File: src/rtl/mlp_vector_load_ctrl_if.sv
// Handshake and bus bundle between the vector-load sequencer and its
// surroundings: vector stream in, LRAM write / BRAM read / result strobes out.
interface mlp_vector_load_ctrl_if #(
    parameter int NROW_W = 10
);
    logic              i_start;
    logic [NROW_W-1:0] i_num_rows;
    logic [127:0]      i_vec_data;
    logic              i_vec_valid;
    logic              o_vec_ready;
    logic [63:0]       o_wrdata;
    logic [63:0]       o_bram_din2mlp_din;
    logic              o_first;
    logic              o_last;
    logic              o_pause;
    logic              o_bram_rden;
    logic [NROW_W:0]   o_bram_rdaddr;
    logic              o_read;
    logic              i_mlp_valid;
    logic              o_busy;
    logic              o_done;

    modport master (
        input  i_start, i_num_rows, i_vec_data, i_vec_valid, i_mlp_valid,
        output o_vec_ready, o_wrdata, o_bram_din2mlp_din, o_first, o_last,
        output o_pause, o_bram_rden, o_bram_rdaddr, o_read, o_busy, o_done
    );

    modport slave (
        output i_start, i_num_rows, i_vec_data, i_vec_valid, i_mlp_valid,
        input  o_vec_ready, o_wrdata, o_bram_din2mlp_din, o_first, o_last,
        input  o_pause, o_bram_rden, o_bram_rdaddr, o_read, o_busy, o_done
    );
endinterface

File: src/rtl/mlp_vector_load_ctrl.sv
// Sequencer in front of the MLP int8 cascade: loads the 2*M-word vector into
// LRAM, streams BRAM row reads with an aligned read strobe, counts results.
module mlp_vector_load_ctrl #(
    parameter int M        = 6,
    parameter int NROW_W   = 10,
    parameter int BRAM_LAT = 2
) (
    input  logic                  i_clk,
    input  logic                  i_reset,
    mlp_vector_load_ctrl_if.master bus
);

    localparam int NW   = 2 * M;
    localparam int WC_W = (NW > 1) ? $clog2(NW) : 1;
    localparam int WT_W = $clog2(M + 3);
    localparam logic [BRAM_LAT-1:0] TOP = BRAM_LAT'(1) << (BRAM_LAT - 1);

    typedef enum logic [2:0] {
        IDLE,
        LOAD,
        WAIT,
        COMPUTE,
        DRAIN
    } state_t;

    state_t              state;
    state_t              state_nx;
    logic [NROW_W-1:0]   r_q;
    logic [WC_W-1:0]     wc_q;
    logic [WT_W-1:0]     wt_q;
    logic [NROW_W:0]     addr_q;
    logic [NROW_W-1:0]   rc_q;
    logic [BRAM_LAT-1:0] pipe_q;
    logic [63:0]         wr_q;
    logic [63:0]         din_q;
    logic                first_q;
    logic                last_q;
    logic                pause_q;

    logic            accept;
    logic            word_end;
    logic            wait_end;
    logic            addr_end;
    logic            rc_full;
    logic            pend;
    logic [NROW_W:0] rd_last;
    logic            ready;
    logic            rden;
    logic            busy;
    logic            done;

    assign accept   = (state == LOAD) && bus.i_vec_valid;
    assign word_end = accept && (wc_q == WC_W'(NW - 1));
    assign wait_end = (state == WAIT) && (wt_q == WT_W'(M + 2));
    assign rd_last  = {r_q, 1'b0} - (NROW_W + 1)'(1);
    assign addr_end = (state == COMPUTE) && (addr_q == rd_last);
    assign rc_full  = (rc_q == r_q);
    // reads still in flight that have not yet reached o_read
    assign pend     = |(pipe_q & ~TOP);

    // next state and state-decoded outputs
    always_comb begin
        state_nx = state;
        ready    = 1'b0;
        rden     = 1'b0;
        busy     = 1'b1;
        done     = 1'b0;
        unique case (state)
            IDLE: begin
                busy = 1'b0;
                if (bus.i_start) state_nx = LOAD;
            end
            LOAD: begin
                ready = 1'b1;
                if (word_end) state_nx = WAIT;
            end
            WAIT: begin
                if (wait_end) state_nx = (r_q == '0) ? DRAIN : COMPUTE;
            end
            COMPUTE: begin
                rden = 1'b1;
                if (addr_end) state_nx = DRAIN;
            end
            DRAIN: begin
                if (rc_full && !pend) begin
                    done     = 1'b1;
                    state_nx = IDLE;
                end
            end
            default: state_nx = IDLE;
        endcase
    end

    // state register
    always_ff @(posedge i_clk or posedge i_reset) begin
        if (i_reset) state <= IDLE;
        else         state <= state_nx;
    end

    // row count, word, wait, address and result counters
    always_ff @(posedge i_clk or posedge i_reset) begin
        if (i_reset) begin
            r_q    <= '0;
            wc_q   <= '0;
            wt_q   <= '0;
            addr_q <= '0;
            rc_q   <= '0;
        end else begin
            if (state == IDLE && bus.i_start) r_q <= bus.i_num_rows;
            if (accept) wc_q <= word_end ? '0 : wc_q + 1'b1;
            wt_q <= (state == WAIT) ? wt_q + 1'b1 : '0;
            if (state == COMPUTE) addr_q <= addr_end ? '0 : addr_q + 1'b1;
            else                  addr_q <= '0;
            if (state == COMPUTE || state == DRAIN) begin
                if (bus.i_mlp_valid && !rc_full) rc_q <= rc_q + 1'b1;
            end else begin
                rc_q <= '0;
            end
        end
    end

    // read strobe delay line matching BRAM read latency
    always_ff @(posedge i_clk or posedge i_reset) begin
        if (i_reset) pipe_q <= '0;
        else         pipe_q <= BRAM_LAT'({pipe_q, rden});
    end

    // LRAM write port: one register stage from accept to presentation
    always_ff @(posedge i_clk or posedge i_reset) begin
        if (i_reset) begin
            wr_q    <= '0;
            din_q   <= '0;
            first_q <= 1'b0;
            last_q  <= 1'b0;
            pause_q <= 1'b1;
        end else if (accept) begin
            wr_q    <= bus.i_vec_data[63:0];
            din_q   <= bus.i_vec_data[127:64];
            first_q <= (wc_q == '0);
            last_q  <= (wc_q == WC_W'(NW - 1));
            pause_q <= 1'b0;
        end else begin
            first_q <= 1'b0;
            last_q  <= 1'b0;
            pause_q <= 1'b1;
        end
    end

    assign bus.o_vec_ready        = ready;
    assign bus.o_wrdata           = wr_q;
    assign bus.o_bram_din2mlp_din = din_q;
    assign bus.o_first            = first_q;
    assign bus.o_last             = last_q;
    assign bus.o_pause            = pause_q;
    assign bus.o_bram_rden        = rden;
    assign bus.o_bram_rdaddr      = addr_q;
    assign bus.o_read             = pipe_q[BRAM_LAT-1];
    assign bus.o_busy             = busy;
    assign bus.o_done             = done;

endmodule

File: src/flat_wrapper.sv
// flat-port wrapper written by rule: the top's interface ports become plain ports
module mlp_vector_load_ctrl_flat 
#(
    parameter int M        = 6,
    parameter int NROW_W   = 10,
    parameter int BRAM_LAT = 2
)
  (i_clk, i_reset, bus_i_start, bus_i_num_rows, bus_i_vec_data, bus_i_vec_valid, bus_i_mlp_valid, bus_o_vec_ready, bus_o_wrdata, bus_o_bram_din2mlp_din, bus_o_first, bus_o_last, bus_o_pause, bus_o_bram_rden, bus_o_bram_rdaddr, bus_o_read, bus_o_busy, bus_o_done);
  mlp_vector_load_ctrl_if #(.NROW_W(NROW_W)) bus_i ();
  input  logic i_clk;
  input  logic i_reset;
  input wire logic [$bits(bus_i.i_start)-1:0] bus_i_start;
  input wire logic [$bits(bus_i.i_num_rows)-1:0] bus_i_num_rows;
  input wire logic [$bits(bus_i.i_vec_data)-1:0] bus_i_vec_data;
  input wire logic [$bits(bus_i.i_vec_valid)-1:0] bus_i_vec_valid;
  input wire logic [$bits(bus_i.i_mlp_valid)-1:0] bus_i_mlp_valid;
  output wire logic [$bits(bus_i.o_vec_ready)-1:0] bus_o_vec_ready;
  output wire logic [$bits(bus_i.o_wrdata)-1:0] bus_o_wrdata;
  output wire logic [$bits(bus_i.o_bram_din2mlp_din)-1:0] bus_o_bram_din2mlp_din;
  output wire logic [$bits(bus_i.o_first)-1:0] bus_o_first;
  output wire logic [$bits(bus_i.o_last)-1:0] bus_o_last;
  output wire logic [$bits(bus_i.o_pause)-1:0] bus_o_pause;
  output wire logic [$bits(bus_i.o_bram_rden)-1:0] bus_o_bram_rden;
  output wire logic [$bits(bus_i.o_bram_rdaddr)-1:0] bus_o_bram_rdaddr;
  output wire logic [$bits(bus_i.o_read)-1:0] bus_o_read;
  output wire logic [$bits(bus_i.o_busy)-1:0] bus_o_busy;
  output wire logic [$bits(bus_i.o_done)-1:0] bus_o_done;
  assign bus_i.i_start = bus_i_start;
  assign bus_i.i_num_rows = bus_i_num_rows;
  assign bus_i.i_vec_data = bus_i_vec_data;
  assign bus_i.i_vec_valid = bus_i_vec_valid;
  assign bus_i.i_mlp_valid = bus_i_mlp_valid;
  assign bus_o_vec_ready = bus_i.o_vec_ready;
  assign bus_o_wrdata = bus_i.o_wrdata;
  assign bus_o_bram_din2mlp_din = bus_i.o_bram_din2mlp_din;
  assign bus_o_first = bus_i.o_first;
  assign bus_o_last = bus_i.o_last;
  assign bus_o_pause = bus_i.o_pause;
  assign bus_o_bram_rden = bus_i.o_bram_rden;
  assign bus_o_bram_rdaddr = bus_i.o_bram_rdaddr;
  assign bus_o_read = bus_i.o_read;
  assign bus_o_busy = bus_i.o_busy;
  assign bus_o_done = bus_i.o_done;
  mlp_vector_load_ctrl #(.M(M), .NROW_W(NROW_W), .BRAM_LAT(BRAM_LAT)) u_core (.i_clk(i_clk), .i_reset(i_reset), .bus(bus_i));
endmodule
File: config.mk
export PLATFORM = sky130hd
export DESIGN_NAME = mlp_vector_load_ctrl_flat
export DESIGN_NICKNAME = d
export VERILOG_FILES = /design/src/rtl/mlp_vector_load_ctrl_if.sv /design/src/rtl/mlp_vector_load_ctrl.sv /design/src/flat_wrapper.sv
export SDC_FILE = /design/constraint.sdc
export NUM_CORES = 1
export LEC_CHECK = 0
export CAP_MARGIN = 10
export CORE_AREA = 2 2 133 135
export DETAILED_ROUTE_END_ITERATION = 8
export DIE_AREA = 0 0 135 137
export HOLD_SLACK_MARGIN = 0.1
export PLACE_DENSITY = 0.8
export RECOVER_POWER = 100
export SKIP_CTS_REPAIR_TIMING = 1
export SYNTH_ARGS = -nofsm -noshare
export SYNTH_HDL_FRONTEND = slang
export SYNTH_SLANG_ARGS = --single-unit
export TNS_END_PERCENT = 20
File: constraint.sdc
create_clock -name i_clk -period 7.34 [get_ports i_clk]
set_input_delay 1.101 -clock i_clk [delete_from_list [all_inputs] [get_ports i_clk]]
set_output_delay 1.101 -clock i_clk [all_outputs]
set_load 0.05 [all_outputs]
==> Yosys cells after proc, flatten, opt, wreduce, memory -nomap -nowiden <==
Cells that the tools add are included.
Widths: inputs -> output; s select.
{ "classes": {"mux": 21, "eq_ne": 14, "n_reduce_logical": 14, "addsub": 5} }
{ "op_table": {"columns": ["op", "n"], "rows": [
  ["$mux 11", 2],
  ["$mux 10", 2],
  ["$mux 3", 6],
  ["$pmux 3 s5", 1],
  ["$add 11x1->11 const B", 1],
  ["$eq 11x11->1", 1],
  ["$sub 11x1->11 const B", 1],
  ["$add 10x1->10 const B", 1],
  ["$eq 10x10->1", 1],
  ["$logic_not 10->1", 1],
  ["$add 4x1->4 const B", 2],
  ["$eq 4x4->1 const B", 2],
  ["$mux 1", 8],
  ["$mux 4", 2],
  ["$ne 2x1->1 const B", 4],
  ["$logic_and 1x1->1", 7],
  ["$eq 3x2->1 const B", 2],
  ["$reduce_and 5->1", 1],
  ["$logic_not 4->1", 1],
  ["$ne 2x2->1 const B", 2],
  ["$eq 3x1->1 const B", 1],
  ["$eq 3x3->1 const B", 1],
  ["$logic_not 3->1", 1],
  ["$logic_not 1->1", 2],
  ["$logic_or 1x1->1", 1]
]} }
{ "word_totals": {"out_inout_bits": 147, "register_bits": 175, "input_bits": 143} }

==> Longest topological paths before layout <==
{ "depth": {"depth_word": 5, "mapped_depth": 9, "mapped_depth_nobuf": 8} }

==> Worst setup path before layout <==
No wires, ideal clock.
{ "synth_timing": {"path_kind": "register to output", "start": "register u_core.r_q[5]", "end": "output bus_o_done", "slack_ns": 4.191, "arrival_ns": 2.048, "path_buffers": 1, "stages_incl_launch_ff": 6, "cell_sequence": "dfrtp_1 buf_4 xnor2_1 nand4_1 or4_1 nor2b_1"} }
{ "synth_between": {"elab_chain_cells": 4} }
{ "synth_rtl": {"columns": ["item", "line", "source"], "rows": [
  ["start: declaration", "mlp_vector_load_ctrl.sv:28", "logic [NROW_W-1:0] r_q;"],
  ["start signal: assignment", "mlp_vector_load_ctrl.sv:109", "if (state == IDLE && bus.i_start) r_q <= bus.i_num_rows;"],
  ["$eq 10x10->1", "mlp_vector_load_ctrl.sv:57", "assign rc_full = (rc_q == r_q);"],
  ["$logic_and 1x1->1", "mlp_vector_load_ctrl.sv:85", "if (rc_full && !pend) begin"],
  ["$mux 1", "mlp_vector_load_ctrl.sv:85", null],
  ["$mux 1", "mlp_vector_load_ctrl.sv:68", "unique case (state)"],
  ["end: declaration", "flat_wrapper.sv:27", "output wire logic [$bits(bus_i.o_done)-1:0] bus_o_done;"]
]} }
Every way passes these cells.

==> Final worst setup path <==
{ "layout_timing": {"start": "input bus_i_vec_valid", "end": "register u_core.wr_q[57], in the netlist u_core.bus.o_wrdata[57]"} }
{ "layout_between": {"elab_chain_cells": 1} }
{ "layout_rtl": {"columns": ["item", "line", "source"], "rows": [
  ["start: declaration", "flat_wrapper.sv:15", "input wire logic [$bits(bus_i.i_vec_valid)-1:0] bus_i_vec_valid;"],
  ["$logic_and 1x1->1", "mlp_vector_load_ctrl.sv:52", "assign accept = (state == LOAD) && bus.i_vec_valid;"],
  ["end signal: assignment", "mlp_vector_load_ctrl.sv:137", "wr_q <= bus.i_vec_data[63:0];"],
  ["end: declaration", "mlp_vector_load_ctrl.sv:34", "logic [63:0] wr_q;"]
]} }
Every way passes these cells.
A chain may end at the register's enable or synchronous reset.

==> run summary <==
RSZ-0062 raised after global routing -> false
Area leader, netlist -> dfrtp_1
CTS tree -> done
Post-layout min period -> 4920 ps
Drt total wl -> 19700 um
Combinational power share -> 50.2%
Commonest non-fill, non-tap cells in the layout -> 394 x nand2_1, 174 x dfrtp_1, 150 x dlygate4sd3_1, 139 x clkdlybuf4s50_1, 28 x nor2_1
Part of the power in registers -> 31.9%
Sw Share -> 48.1%
Full die area -> 0.0185 mm^2
Fin crit share -> 67.0%
GPL Wtd Cong -> 0.780
Syn_nets -> 956
N_diodes -> 0
Commonest non-fill, non-tap cell in the layout -> nand2_1
Hold Fails Final Rpt -> 0
CORE AREA -> 0.0171 mm^2
Dpl hpwl -> 13800 um
Critical path's slowest cell -> clkinvlp_2
Slew Limit Fails -> 272
Fill count -> 1416
Core Rows -> 48
CP peak stage delay -> 1690 ps
Post-synth ARST share -> 100%
Overall Global Routing Usage -> 21.5%
Sink Count -> 175
Detail Route Antenna Nets -> 0
DRC -> 0
Initial Utilization -> 43.1%
Worst R2R Start -> u_core.state[2]
Post-synthesis cell type count -> 51
Drt wl/cell -> 15.0 um
Final Cell Area -> 0.0110 mm^2
Leakage -> 0.00535 uW
# IOs -> 290
Synthesis warning total -> 0
Yosys top cell area share -> 59.3%
Cells after Synth -> 805
CTS buffer count -> 17
Wire length of the first global-routing pass -> 31300 um
Slew @ Worst Pin -> 4500 ps
First-pass detailed-route iteration total -> 4
Crit path buf inv count -> 3
Post-synthesis sequential area ratio -> 59.6%
Via count -> 6333
Clk buf depth -> 2
Yosys reg bits -> 175
Layout cells sized above 1 -> 4.40%
Total power -> 5090 uW
Vias in the first global route -> 6327
Peak supply drop -> 0.311 mV
Worst setup EP type -> register
Port bufs -> 289
Max Cap Violations -> 3
Post-synth EDFFs -> 0
Worst-path maximum fanout -> 80
Mapped cell area -> 0.00735 mm^2
Drt initial violations -> 285
Root Buffer -> clkbuf_16
Crit start category -> input port
Min-Delay Endpoint -> u_core.pipe_q[1]
Min-delay worst type -> reg -> reg
Final setup violating endpoints -> 0
DIE HEIGHT -> 137 um
Hold path startpoint -> u_core.pipe_q[0]
Initial antenna violation count -> 0
Reg-to-reg slack, setup -> 2980 ps
H-tree Lvls -> 4
Slew headroom -> -202%
Status -> finished with violations
Final worst slack -> 2420 ps
Critical path's top delay family -> buffers and inverters
Setup CP Type -> in -> reg
Crit path required time -> 7650 ps
Vias per inst -> 4.81
Switching power -> 2450 uW
Skew-Pair Late Insertion Delay -> 420 ps
Power Density -> 464 mW/mm^2
Internal -> 2640 uW
Synth area leaders -> dfrtp_1 59%, nand2_1 20%, xnor2_1 2.5%, xor2_1 1.8%, clkbuf_1 1.5%
FMAX -> 0.203 GHz
R2R depth -> 6
Power share of the clock group -> 17.9%
Die Wd -> 135 um
Sum Neg Setup Slack -> 0 ps
Largest net degree at the start of global routing -> 116
Violated checks -> max-capacitance violations, max-slew violations
Clk slew on worst S/H paths -> 70 ps
Synth Flop Type -> dfrtp_1
Average size of a mapped cell -> 9.13 um^2
Final Net Count -> 1230
Final Skew -> 9.97 ps
Critical path, cell by cell -> dlygate4sd3_1 -> and3_1 -> clkinvlp_2 -> buf_4 -> nand2_1 -> nand2_1
Cell repeated most along the worst path -> nand2_1
Total congestion overflow -> 0
Area after DPL -> 0.0104 mm^2
Min-Delay Path Depth -> 0
Worst slack, placed -> 3870 ps
Area growth syn-to-layout -> 49.2%
Reg2reg end -> u_core.bus.o_wrdata[57]
WP data arrival -> 5230 ps
## cell families after synthesis
family	after synthesis	synth area share [%]
simple gates	485	26.8
flops	175	59.6
buf+inv	52	3.03
compound gates	40	3.58
xor+xnor	36	4.29
mux	9	1.36
fa+ha+maj	8	1.36
## layout make-up
cell class              instances  area, um^2  share of cell area, %
clock buffers                  18         439                   4.01
flip-flops and latches        175        4380                   39.9
clock inverters                13         151                   1.38
multi-input cells             578        2740                   25.0
repair buffers                293        2920                   26.6
inverters                      14        55.1                  0.502
well taps                     225         282                   2.57
## worst max-delay path by stage
stage	cells past startpoint	end	start	slack, ps
final	6	u_core.bus.o_wrdata[57]	bus_i_vec_valid	2420
after global placement	5	bus_o_done	u_core.r_q[5]	3830
after CTS	5	bus_o_done	u_core.r_q[5]	3400
after global routing	3	u_core.bus.o_bram_din2mlp_din[48]	i_reset	1680
after floorplan	1	u_core.bus.o_bram_din2mlp_din[0]	i_reset	1500
after detailed placement	5	bus_o_done	u_core.r_q[5]	3870
## through the flow
stage          util, %  std cells  hold slack, ps
2_1_floorplan        -        805             346
3_3_place_gp      60.9       1285             371
4_1_cts           64.4       1316             382
5_1_grt           64.3       1316             397
3_5_place_dp      60.9       1285             361
6_report          64.3       1316             380
## flip-flops by register name (all words and copies together) (netlist names)
register	count
u_core.bus.o_bram_rdaddr	11
u_core.bus.o_bram_din2mlp_din	64
u_core.wc_q	4
u_core.bus.o_wrdata	64
u_core.wt_q	4
u_core.rc_q	10
u_core.bus.o_pause	1
u_core.bus.o_last	1
u_core.bus.o_first	1
u_core.state	3
u_core.pipe_q	2
u_core.r_q	10
## worst reg2reg max path, delay by kind of cell (launching register included)
kind | cells | cell delay (ps)
buffers and inverters | 2 | 2650
DFF | 1 | 470
and+or+nand+nor | 4 | 1120
## synthesized netlist by cell type (3+ instances only)
master,instances
a21o_1,3
a21oi_1,7
and2_1,3
and3_1,10
buf_1,3
buf_4,3
clkbuf_1,29
dfrtp_1,174
ha_1,8
inv_1,13
mux2_2,8
nand2_1,394
nand3_1,14
nand4_1,4
nor2_1,28
nor2b_1,3
nor3_1,9
nor4_1,4
o21ai_0,13
or3_1,7
xnor2_1,21
xor2_1,15
## power by group through the flow
| stage | logic (uW) | clock network, uW | registers (uW) |
|---|---|---|---|
| 2_1_floorplan | 540 | 0 | 2830 |
| 3_3_place_gp | 2670 | 0 | 1630 |
| 3_5_place_dp | 2700 | 0 | 1650 |
| 4_1_cts | 2710 | 931 | 1640 |
| 5_1_grt | 2700 | 976 | 1680 |
| 6_report | 2550 | 910 | 1620 |
## per-layer routing
metal | part of all wire (%) | vias up | GRT usage, %
met2 | 50 | 213 | 35.4
met4 | 2.3 | 0 | 7.70
met5 | 0 | - | 0
met3 | 8.4 | 36 | 8.89
met1 | 40 | 2978 | 25.3
li1 | - | 3106 | -
Power figures use the tool's default switching activity.
